<file path="src/rtl/ema_pkg.sv">
// EMA inverse filter shared definitions.
// FSM encoding and datapath widths.
package ema_pkg;

    localparam int DIV_W = 16;
    localparam int NUM_W = 18;

    typedef enum logic [1:0] {
        ST_IDLE,
        ST_CALC,
        ST_DIV,
        ST_DONE
    } state_t;

endpackage

</file>
<file path="src/rtl/seq_udiv.sv">
// Iterative restoring unsigned divider.
// One quotient bit per cycle, fixed 16-cycle latency after start.
module seq_udiv
    import ema_pkg::*;
(
    input  logic             clk,
    input  logic             reset,
    input  logic             start,
    input  logic [DIV_W-1:0] dividend,
    input  logic [DIV_W-1:0] divisor,
    output logic             done,
    output logic [DIV_W-1:0] quotient
);

    logic [DIV_W-1:0] rem_q;
    logic [DIV_W-1:0] quo_q;
    logic [4:0]       cnt_q;
    logic [DIV_W:0]   rem_sh;
    logic [DIV_W:0]   rem_sub;

    // trial subtraction of the shifted partial remainder
    always_comb begin
        rem_sh  = {rem_q, quo_q[DIV_W-1]};
        rem_sub = rem_sh - {1'b0, divisor};
    end

    // shift/subtract iteration, quotient bits enter from the right
    always_ff @(posedge clk) begin
        if (!reset) begin
            rem_q <= '0;
            quo_q <= '0;
            cnt_q <= '0;
        end else if (start) begin
            rem_q <= '0;
            quo_q <= dividend;
            cnt_q <= 5'(DIV_W);
        end else if (cnt_q != 5'd0) begin
            cnt_q <= cnt_q - 5'd1;
            if (!rem_sub[DIV_W]) begin
                rem_q <= rem_sub[DIV_W-1:0];
                quo_q <= {quo_q[DIV_W-2:0], 1'b1};
            end else begin
                rem_q <= rem_sh[DIV_W-1:0];
                quo_q <= {quo_q[DIV_W-2:0], 1'b0};
            end
        end
    end

    // done marks the cycle whose edge writes the last quotient bit
    assign done     = (cnt_q == 5'd1);
    assign quotient = quo_q;

endmodule

</file>
<file path="src/rtl/ema_unfilt.sv">
// Inverse exponential moving average.
// Recovers x[n] from smoothed y[n] and the previous accepted y.
module ema_unfilt
    import ema_pkg::*;
#(
    parameter int ALPHA  = 25,
    parameter int SCALAR = 100
) (
    input  logic       clk,
    input  logic       reset,
    input  logic [7:0] in_data,
    input  logic       in_valid,
    output logic       in_ready,
    input  logic       resync,
    output logic [7:0] out_data,
    output logic       out_valid,
    input  logic       out_ready
);

    if (ALPHA < 1 || ALPHA > SCALAR || SCALAR * 255 >= 65536) begin : g_bad_param
        $fatal(1, "ema_unfilt: illegal ALPHA/SCALAR");
    end

    state_t           state_q;
    state_t           state_d;
    logic [7:0]       samp_q;
    logic [7:0]       yprev_q;
    logic             primed_q;
    logic             first_q;
    logic             div_start;
    logic             div_done;
    logic [DIV_W-1:0] div_quot;
    logic [DIV_W-1:0] dividend;
    logic [NUM_W-1:0] prod_a;
    logic [NUM_W-1:0] prod_b;
    logic [NUM_W-1:0] num;
    logic [7:0]       quot_sat;

    // state register
    always_ff @(posedge clk) begin
        if (!reset) begin
            state_q <= ST_IDLE;
        end else begin
            state_q <= state_d;
        end
    end

    // next state and handshake outputs
    always_comb begin
        state_d   = state_q;
        in_ready  = 1'b0;
        out_valid = 1'b0;
        div_start = 1'b0;
        unique case (state_q)
            ST_IDLE: begin
                in_ready = reset;
                if (in_valid) state_d = ST_CALC;
            end
            ST_CALC: begin
                div_start = 1'b1;
                state_d   = ST_DIV;
            end
            ST_DIV: begin
                if (div_done) state_d = ST_DONE;
            end
            ST_DONE: begin
                out_valid = reset;
                if (out_ready) state_d = ST_IDLE;
            end
            default: state_d = ST_IDLE;
        endcase
    end

    // sample capture, history and priming
    always_ff @(posedge clk) begin
        if (!reset) begin
            samp_q   <= '0;
            yprev_q  <= '0;
            primed_q <= 1'b0;
            first_q  <= 1'b0;
        end else begin
            if (state_q == ST_IDLE && in_valid) begin
                samp_q   <= in_data;
                first_q  <= !primed_q || resync;
                primed_q <= 1'b1;
            end else if (resync) begin
                primed_q <= 1'b0;
            end
            if (state_q == ST_CALC) yprev_q <= samp_q;
        end
    end

    // signed numerator, negative clamps to zero
    always_comb begin
        prod_a = NUM_W'(SCALAR) * NUM_W'(samp_q);
        prod_b = NUM_W'(SCALAR - ALPHA) * NUM_W'(yprev_q);
        num    = prod_a - prod_b;
        if (num[NUM_W-1]) dividend = '0;
        else if (num[DIV_W]) dividend = '1;
        else dividend = num[DIV_W-1:0];
    end

    seq_udiv u_div (
        .clk      (clk),
        .reset    (reset),
        .start    (div_start),
        .dividend (dividend),
        .divisor  (DIV_W'(ALPHA)),
        .done     (div_done),
        .quotient (div_quot)
    );

    // saturate quotient, first sample passes straight through
    always_comb begin
        quot_sat = (|div_quot[DIV_W-1:8]) ? 8'hFF : div_quot[7:0];
        out_data = 8'd0;
        if (out_valid) out_data = first_q ? samp_q : quot_sat;
    end

endmodule

</file>
<file path="config.mk">
export PLATFORM = sky130hd
export DESIGN_NAME = ema_unfilt
export DESIGN_NICKNAME = d
export VERILOG_FILES = /design/src/rtl/ema_pkg.sv /design/src/rtl/seq_udiv.sv /design/src/rtl/ema_unfilt.sv
export SDC_FILE = /design/constraint.sdc
export NUM_CORES = 1
export LEC_CHECK = 0
export BUFFER_PORTS_ARGS = -buffer_cell sky130_fd_sc_hd__buf_2
export CORE_MARGIN = 2
export CORE_UTILIZATION = 40
export DETAILED_ROUTE_END_ITERATION = 7
export HOLD_SLACK_MARGIN = 0.08
export SKIP_CTS_REPAIR_TIMING = 1
export SLEW_MARGIN = 20
export SYNTH_ARGS = -nofsm -noshare
export SYNTH_HDL_FRONTEND = slang
export SYNTH_SLANG_ARGS = --single-unit
export TNS_END_PERCENT = 100
</file>
<file path="constraint.sdc">
create_clock -name clk -period 6.5 [get_ports clk]
set_clock_uncertainty 0.1 [all_clocks]
set_input_delay 1.3 -clock clk [delete_from_list [all_inputs] [get_ports clk]]
set_output_delay 1.3 -clock clk [all_outputs]
set_load 0.02 [all_outputs]
</file>
* Word-level counts from Yosys, hierarchy flattened
Cells that the tools add are included.
** Cells by class
- Add/subtract/negate cells :: 3
- Multiply operators :: 2
- Equal/unequal tests :: 7
- Multiplexer cells :: 20
- Bitwise operators :: 1
- Reduce and logical (&&, ||, !) cells :: 10
** Operators by type and width (number)
- two-way mux 16 bit :: 5
- two-way mux 8 bit :: 3
- subtractor 17 x 5 -> 17 bit (second input constant) :: 1
- subtractor 15 x 15 -> 16 bit :: 1
- multiplier 7 x 8 -> 15 bit (first input constant) :: 1
- multiplier 5 x 8 -> 13 bit (first input constant) :: 1
- two-way mux 5 bit :: 2
- one-hot mux 2 bit (4 select lines) :: 1
- OR reduction 8 bit :: 1
- two-way mux 1 bit :: 6
- two-way mux 2 bit :: 3
- != test 2 bit (second input constant) :: 3
- == test 5 x 1 -> 1 bit (second input constant) :: 1
- nonzero test 5 bit :: 1
- subtractor 5 x 1 -> 5 bit (second input constant) :: 1
- == test 2 bit (second input constant) :: 2
- nonzero test 2 bit :: 2
- AND reduction 3 bit :: 1
- == test 2 x 1 -> 1 bit (second input constant) :: 1
- zero test 2 bit :: 1
- OR reduction 2 bit :: 1
- logical AND 1 bit :: 1
- zero test 1 bit :: 1
- logical OR 1 bit :: 1
- inverter 1 bit :: 1
** Storage, ports and cells
- Register bits after elaboration :: 57
- Input port bits :: 13
- Output and inout port bits :: 10
- Logic and storage cells :: 52

* Depth between registers and ports, before layout
Gate-level depths: netlist of run 1.
- Word-level depth :: 5
- Mapped depth :: 23
- Depth with buffers taken out :: 21

* Hierarchy
Synthesis of run 1 repeated with hierarchy kept, for this count alone.
** Unflattened totals
- Cells, all modules :: 727
- Area, all modules :: 5926.9 µm²
** Modules (own cells, without submodules)
- ema_unfilt :: instances 1, cells each 360, area each 3201.8 µm², seq. area each 400.4 µm²
- seq_udiv :: instances 1, cells each 367, area each 2725.1 µm², seq. area each 740.7 µm²

* Worst setup path after synthesis of run 1
Ideal clock, no wire load.
- Kind :: reg2reg
- Start point :: register samp_q[2]
- End point :: register u_div.quo_q[10], in the netlist u_div.quotient[10]
- Setup time :: 0.115 ns
- Arrival :: 4.899 ns
- Required time :: 6.285 ns
- Path slack :: 1.387 ns
- Cell stages (with the launch flop) :: 18
- Path buffers :: 1
- Clock period less this slack :: 5.113 ns
- Cell sequence :: dfxtp_1 > ha_1 > ha_1 > ha_1 > fa_1 > inv_1 > fa_1 > fa_1 > fa_1 > inv_1 > ha_1 > o21a_1 > o211ai_1 > a21oi_1 > a221oi_2 > buf_2 > a221oi_1 > o21a_1
** Between the ends
- Longest elaborated chain between the ends :: 5
** Ends and longest elaborated chain
- start, declared :: line ema_unfilt.sv:26 : logic [7:0] samp_q;
- start signal, assigned :: line ema_unfilt.sv:83 : samp_q <= in_data;
- multiplier 5 x 8 -> 13 bit * :: line ema_unfilt.sv:95 : prod_a = NUM_W'(SCALAR) * NUM_W'(samp_q);
- subtractor 15 x 15 -> 16 bit * :: line ema_unfilt.sv:97 : num = prod_a - prod_b;
- two-way mux 16 bit :: line ema_unfilt.sv:99 : else if (num[DIV_W]) dividend = '1;
- two-way mux 16 bit * :: line ema_unfilt.sv:98 : if (num[NUM_W-1]) dividend = '0;
- two-way mux 16 bit * :: line seq_udiv.sv:33 : end else if (start) begin
- end signal, assigned :: line seq_udiv.sv:35 : quo_q <= dividend;
- end signal, assigned :: line seq_udiv.sv:41 : quo_q <= {quo_q[DIV_W-2:0], 1'b1};
- end signal, assigned :: line seq_udiv.sv:44 : quo_q <= {quo_q[DIV_W-2:0], 1'b0};
- end, declared :: line seq_udiv.sv:16 : logic [DIV_W-1:0] quo_q;
Mark *: on every way between the ends. The rest lies on a longest branch, timed or not.
A chain may end at the register's enable or synchronous reset.

* Worst setup path in the final report of run 1
- Start point :: register samp_q[2]
- End point :: register u_div.quo_q[13], in the netlist u_div.quotient[13]
Same word-level chain as after synthesis.

==> results of run 1 <==
-- layout by cell type (no fill, tap or decap), drive strengths merged, types with 16 or more instances in the layout --
cell,count
inv,65
dfxtp,57
nor3,18
ha,79
fa,20
nor2,22
o21ai,24
xor2,19
o21a,17
buf,25
a21oi,41
nand2,66
xnor2,16
-- registers in the layout, summed over array words and instances, names as in the netlist --
name / count
first_q: 1
yprev_q: 8
primed_q: 1
u_div.quotient: 16
samp_q: 8
state_q: 2
u_div.cnt_q: 5
u_div.rem_q: 16
-- power by group through the flow --
stage               sequential [mW]  clock, mW  combinational (mW)
global route                  0.566      0.523                2.43
floorplan                     0.522          0                1.71
finish                        0.553      0.494                2.14
detailed placement            0.558          0                2.11
global placement              0.554          0                2.08
CTS                           0.552      0.506                2.14
-- logic make-up after synthesis --
kind of cell | count (synthesis) | share of synthesized area
xor+xnor | 35 | 0.0599
simple gates | 154 | 0.153
compound gates | 152 | 0.204
buf+inv | 86 | 0.0641
fa+ha+maj | 99 | 0.272
flops | 57 | 0.223
mux | 12 | 0.0235
-- layout make-up --
| cell class | instances | area (µm²) | share of cell area |
|---|---|---|---|
| multi-input combinational | 452 | 3640 | 0.640 |
| sequential | 57 | 1140 | 0.200 |
| clock buffer | 12 | 267 | 0.0468 |
| inverter | 66 | 248 | 0.0435 |
| tap | 172 | 215 | 0.0378 |
| timing repair buffer | 25 | 133 | 0.0233 |
| clock inverter | 4 | 50.0 | 0.00878 |
-- how the worst max path moves through the flow --
stage,to,cells past startpoint,from
final,u_div.quotient[13]$_SDFFE_PN0P_,16,samp_q[2]$_SDFFE_PN0P_
after global routing,u_div.quotient[13]$_SDFFE_PN0P_,16,samp_q[2]$_SDFFE_PN0P_
after CTS,u_div.quotient[13]$_SDFFE_PN0P_,16,samp_q[2]$_SDFFE_PN0P_
after detailed placement,u_div.quotient[13]$_SDFFE_PN0P_,15,samp_q[2]$_SDFFE_PN0P_
after global placement,u_div.quotient[13]$_SDFFE_PN0P_,16,samp_q[2]$_SDFFE_PN0P_
after floorplan,u_div.quotient[10]$_SDFFE_PN0P_,17,samp_q[2]$_SDFFE_PN0P_
-- critical path, stage by stage, from the launching register on --
cell	delay, ns
dfxtp_1	0.46
ha_1	0.29
ha_1	0.29
ha_1	0.32
fa_1	0.54
inv_1	0.05
fa_1	0.49
fa_1	0.46
fa_1	0.56
inv_1	0.05
ha_1	0.36
o21a_1	0.21
o211ai_1	0.22
a21o_1	0.16
a41oi_2	0.31
a2111oi_0	0.56
o21a_1	0.18
-- metal layers --
layer / vias up / GRT usage
met3: 17 / 0.0407
li1: 2109 / -
met4: 0 / 0.0565
met5: - / 0
met1: 1998 / 0.248
met2: 50 / 0.306
-- per-stage QoR --
step                      power [mW]  hold slack [ns]  std cells  area (µm²)
after global placement          2.63            0.380        772        5380
after detailed placement        2.67            0.392        772        5380
final                           3.18            0.406        788        5700
after CTS                       3.19            0.402        788        5700
after floorplan                 2.23            0.349        595        5110
after global routing            3.52            0.419        788        5700
==> results.sh, run 1 <==
export IMPL_top_layer_used="met4"
export IMPL_design_die_area_um2=13700
export IMPL_io_pins=23
export IMPL_setup_ws_ns=0.846
export IMPL_synthTopCellsByCount="ha_1 (79), nand2_1 (66), inv_1 (65)"
export IMPL_synthTopCellsByArea="dfxtp_1 (22%), ha_1 (19%), fa_1 (7.8%)"
export IMPL_firstDrtPassIters=5
export IMPL_cts_sinks=57
export IMPL_ys_types=53
export IMPL_place_ws_ns=0.827
export IMPL_gp_congestion=0.831
export IMPL_drv_cap=0
export IMPL_wl_per_cell_um=14.8
export IMPL_r2r_slack_ns=0.85
export IMPL_rsz0062_at_grt="no"
export IMPL_grt_pass1_vias=4117
export IMPL_synth_ff_type="dfxtp_1"
export IMPL_grt_max_degree=47
export IMPL_cts_tree="built"
export IMPL_area_growth_pct=11.4
export IMPL_p_int_mw=1.63
export IMPL_drive_gt1_frac=0.0958
export IMPL_fillers=1263
export IMPL_vias=4174
export IMPL_hold_viol=0
export IMPL_wl_met1_mm=5.71
export IMPL_synthMostInstantiatedCell="ha_1"
export IMPL_tightestPinTransition_ns=0.992
export IMPL_insertion_delay_ns=0.34
export IMPL_dp_hpwl_mm=8.81
export IMPL_p_per_area_nw_per_um2=559
export IMPL_outcome="complete, no violations"
export IMPL_holdPathEnd="u_div.quotient[15]$_SDFFE_PN0P_"
export IMPL_switching_power_mw=1.55
export IMPL_rows=41
export IMPL_reg2reg_to="u_div.quotient[13]$_SDFFE_PN0P_"
export IMPL_max_freq_ghz=0.177
export IMPL_synth_edf_count=0
export IMPL_nets=723
export IMPL_swShare=0.488
export IMPL_drc=0
export IMPL_port_buffers=22
export IMPL_cts_root_buffer="clkbuf_16"
export IMPL_drtAntennaViolNets=0
export IMPL_slew_headroom=0.338
export IMPL_routed_via_density=5.30
export IMPL_track_usage=0.187
export IMPL_ys_seq_area_frac=0.223
export IMPL_path_class="register to register"
export IMPL_crit_path_start_kind="register"
export IMPL_hold_path_startpoint="u_div.quotient[14]$_SDFFE_PN0P_"
export IMPL_leakage_nw=2.58
export IMPL_min_period_ns=5.65
export IMPL_core_area_um2=12600
export IMPL_detailroute_wirelength_met3_um=320
export IMPL_syn_area_per_cell_um2=8.59
export IMPL_netlist_instances=595
export IMPL_clkTransAtPathRegs_ns=0.05
export IMPL_diodes=0
export IMPL_r2r_start="samp_q[2]$_SDFFE_PN0P_"
export IMPL_worstSetupEndpointType="register"
export IMPL_clkPwrFrac=0.155
export IMPL_final_setup_tns_ns=0
export IMPL_r2r_cells=16
export IMPL_ys_ff_latch=57
export IMPL_worstPathMaxFanout=13
export IMPL_wl_met2_mm=5.41
export IMPL_synth_top_cell_area_share=0.223
export IMPL_fin_crit_sh=0.870
export IMPL_synthArstFlopShare=0
export IMPL_die_y_um=117
export IMPL_yosysWarnings=0
export IMPL_min_path_type="register to register"
export IMPL_syn_num_nets=707
export IMPL_ir_worst_vdd_mv=0.275
export IMPL_numCtsBuffers=9
export IMPL_grt_antenna_before_repair=0
export IMPL_start_util=0.407
export IMPL_drt_wl_total_mm=11.6
export IMPL_p_comb_frac=0.671
export IMPL_drtIter0Drc=177
export IMPL_clock_path_buffers=2
export IMPL_grt_pass1_wl_mm=19.9
export IMPL_syn_area_um2=5110
export IMPL_crit_required_ns=6.68
export IMPL_arrival_ns=5.84
export IMPL_netlist_top_cell_by_area="dfxtp_1"
export IMPL_dieWidth_um=117
export IMPL_slew_violations=0
export IMPL_fin_util=0.453
export IMPL_setup_viol=0
export IMPL_htreeDepth=3
export IMPL_hold_depth=2
export IMPL_pwr_share_seq=0.174
export IMPL_grt_ovfl_total=0
Note: power is estimated with default switching activity, not from simulation.
==> run 2: changes to the inputs <==
--- a/config.mk
+++ b/config.mk
@@ -6,10 +6,13 @@
 export NUM_CORES = 1
 export LEC_CHECK = 0
 export BUFFER_PORTS_ARGS = -buffer_cell sky130_fd_sc_hd__buf_2
+export CELL_PAD_IN_SITES_DETAIL_PLACEMENT = 1
+export CELL_PAD_IN_SITES_GLOBAL_PLACEMENT = 1
 export CORE_MARGIN = 2
 export CORE_UTILIZATION = 40
 export DETAILED_ROUTE_END_ITERATION = 7
 export HOLD_SLACK_MARGIN = 0.08
+export PLACE_DENSITY_LB_ADDON = 0.1
 export SKIP_CTS_REPAIR_TIMING = 1
 export SLEW_MARGIN = 20
 export SYNTH_ARGS = -nofsm -noshare
==> results.sh, run 2 (same netlist as run 1, synthesis figures left out) <==
export IMPL_r2r_cells=16
export IMPL_startpoint="samp_q[2]$_SDFFE_PN0P_"
export IMPL_vias=4252
export IMPL_drive_gt1_frac=0.0940
export IMPL_dieWidth_um=117
export IMPL_cts_sinks=57
export IMPL_cts_tree="built"
export IMPL_dp_cells=773
export IMPL_slew_headroom=0.348
export IMPL_fin_crit_sh=0.882
export IMPL_whs_ns=0.398
export IMPL_design_die_area_um2=13700
export IMPL_drv_cap=0
export IMPL_rows=41
export IMPL_detailroute_wirelength_met3_um=236
export IMPL_numCtsBuffers=9
export IMPL_diodes=0
export IMPL_wl_met2_mm=6.67
export IMPL_final_setup_tns_ns=0
export IMPL_grt_pass1_wl_mm=22.7
export IMPL_dp_hpwl_mm=10.2
export IMPL_critPathTopFamily="adder cells"
export IMPL_port_buffers=22
export IMPL_ir_worst_vdd_mv=0.219
export IMPL_cts_root_buffer="clkbuf_16"
export IMPL_routed_via_density=5.39
export IMPL_start_util=0.407
export IMPL_fillers=1536
export IMPL_final_common_cell="ha_1"
export IMPL_stdcell_count=789
export IMPL_min_path_type="register to register"
export IMPL_arrival_ns=5.85
export IMPL_setup_ws_ns=0.766
export IMPL_wl_met1_mm=6.22
export IMPL_slowest_delay_ns=0.55
export IMPL_path_class="register to register"
export IMPL_area_growth_pct=10.8
export IMPL_grt_pass1_vias=4601
export IMPL_slew_violations=0
export IMPL_fin_util=0.451
export IMPL_reg2reg_to="u_div.quotient[14]$_SDFFE_PN0P_"
export IMPL_track_usage=0.214
export IMPL_hold_viol=0
export IMPL_top_layer_used="met4"
export IMPL_tightestPinTransition_ns=0.976
export IMPL_firstDrtPassIters=4
export IMPL_crit_required_ns=6.61
export IMPL_insertion_delay_ns=0.33
export IMPL_wl_per_cell_um=17.0
export IMPL_worstSetupEndpointType="register"
export IMPL_clock_path_buffers=2
export IMPL_path_buf_inv=2
export IMPL_path_depth=16
export IMPL_die_y_um=117
export IMPL_drt_wl_total_mm=13.4
export IMPL_p_per_area_nw_per_um2=564
export IMPL_crit_end="u_div.quotient[14]$_SDFFE_PN0P_"
export IMPL_finalPower_mw=3.19
export IMPL_place_ws_ns=0.722
export IMPL_setup_viol=0
export IMPL_core_area_um2=12600
export IMPL_grt_max_degree=47
export IMPL_drtIter0Drc=198
export IMPL_cp_slowest_cell="fa_1"
export IMPL_r2r_start="samp_q[2]$_SDFFE_PN0P_"
export IMPL_clkTransAtPathRegs_ns=0.05
export IMPL_final_cell_mix="ha_1 (79), nand2_1 (66), inv_1 (65), dfxtp_1 (57), a21oi_1 (41)"
export IMPL_leakage_nw=2.57
export IMPL_gp_congestion=0.826
export IMPL_min_period_ns=5.73
export IMPL_design_area_um2=5660
export IMPL_htreeDepth=3
export IMPL_worstPathMaxFanout=13
export IMPL_max_freq_ghz=0.174
export IMPL_nets=724
export IMPL_grt_ovfl_total=0
export IMPL_io_pins=23
export IMPL_dpl_cell_area_um2=5390
export IMPL_rsz0062_at_grt="no"
export IMPL_grt_antenna_before_repair=0
export IMPL_crit_chain="ha_1 > ha_1 > ha_1 > fa_1 > inv_1 > fa_1 > fa_1 > fa_1 > inv_1 > ha_1 > o21a_1 > o211ai_1 > a21o_1 > a41oi_2 > and2_1 > o41ai_1"
export IMPL_drtAntennaViolNets=0
export IMPL_r2r_slack_ns=0.77
export IMPL_crit_path_start_kind="register"
export IMPL_drc=0
export IMPL_outcome="complete, no violations"
[run 2: cell types whose count changed in the layout (fill, tap and decap cells not counted), sizes merged]
cell / before / now
bufinv: 1 / 0
clkinv: 2 / 4
buf: 25 / 26
clkbuf: 12 / 13
clkinvlp: 2 / 0
[run 2: worst min path at each step]
stage	slack, ns	endpoint	cells past startpoint	from
final	0.40	primed_q$_SDFFE_PN0P_	2	primed_q$_SDFFE_PN0P_
after global routing	0.43	u_div.quotient[15]$_SDFFE_PN0P_	2	u_div.quotient[14]$_SDFFE_PN0P_
after CTS	0.40	primed_q$_SDFFE_PN0P_	2	primed_q$_SDFFE_PN0P_
after detailed placement	0.40	primed_q$_SDFFE_PN0P_	2	primed_q$_SDFFE_PN0P_
after global placement	0.39	primed_q$_SDFFE_PN0P_	2	primed_q$_SDFFE_PN0P_
after floorplan	0.35	u_div.quotient[15]$_SDFFE_PN0P_	2	u_div.quotient[14]$_SDFFE_PN0P_
[run 2: power breakdown]
part           internal [mW]  switching, mW
logic                  0.867           1.33
registers              0.440          0.113
clock network          0.277          0.163
total                   1.58           1.61
[run 2: metal layers]
metal,GRT usage,vias up
li1,-,2118
met1,0.269,2090
met2,0.379,25
met3,0.0257,19
met4,0.0784,0
met5,0,-
[run 2: area by class of cell]
cell class / count / area (µm²) / share of cell area
multi-input cells: 452 / 3640 / 0.643
flip-flops and latches: 57 / 1140 / 0.201
clock buffers: 13 / 260 / 0.0459
inverters: 66 / 248 / 0.0437
well taps: 172 / 215 / 0.0380
repair buffers: 26 / 140 / 0.0247
clock inverters: 3 / 15.0 / 0.00265
[run 2: worst reg2reg max path, cell delays in order, from the launching register on]
cell,delay (ns)
dfxtp_1,0.47
ha_1,0.29
ha_1,0.29
ha_1,0.32
fa_1,0.55
inv_1,0.05
fa_1,0.50
fa_1,0.45
fa_1,0.55
inv_1,0.04
ha_1,0.38
o21a_1,0.22
o211ai_1,0.22
a21o_1,0.17
a41oi_2,0.34
and2_1,0.34
o41ai_1,0.34
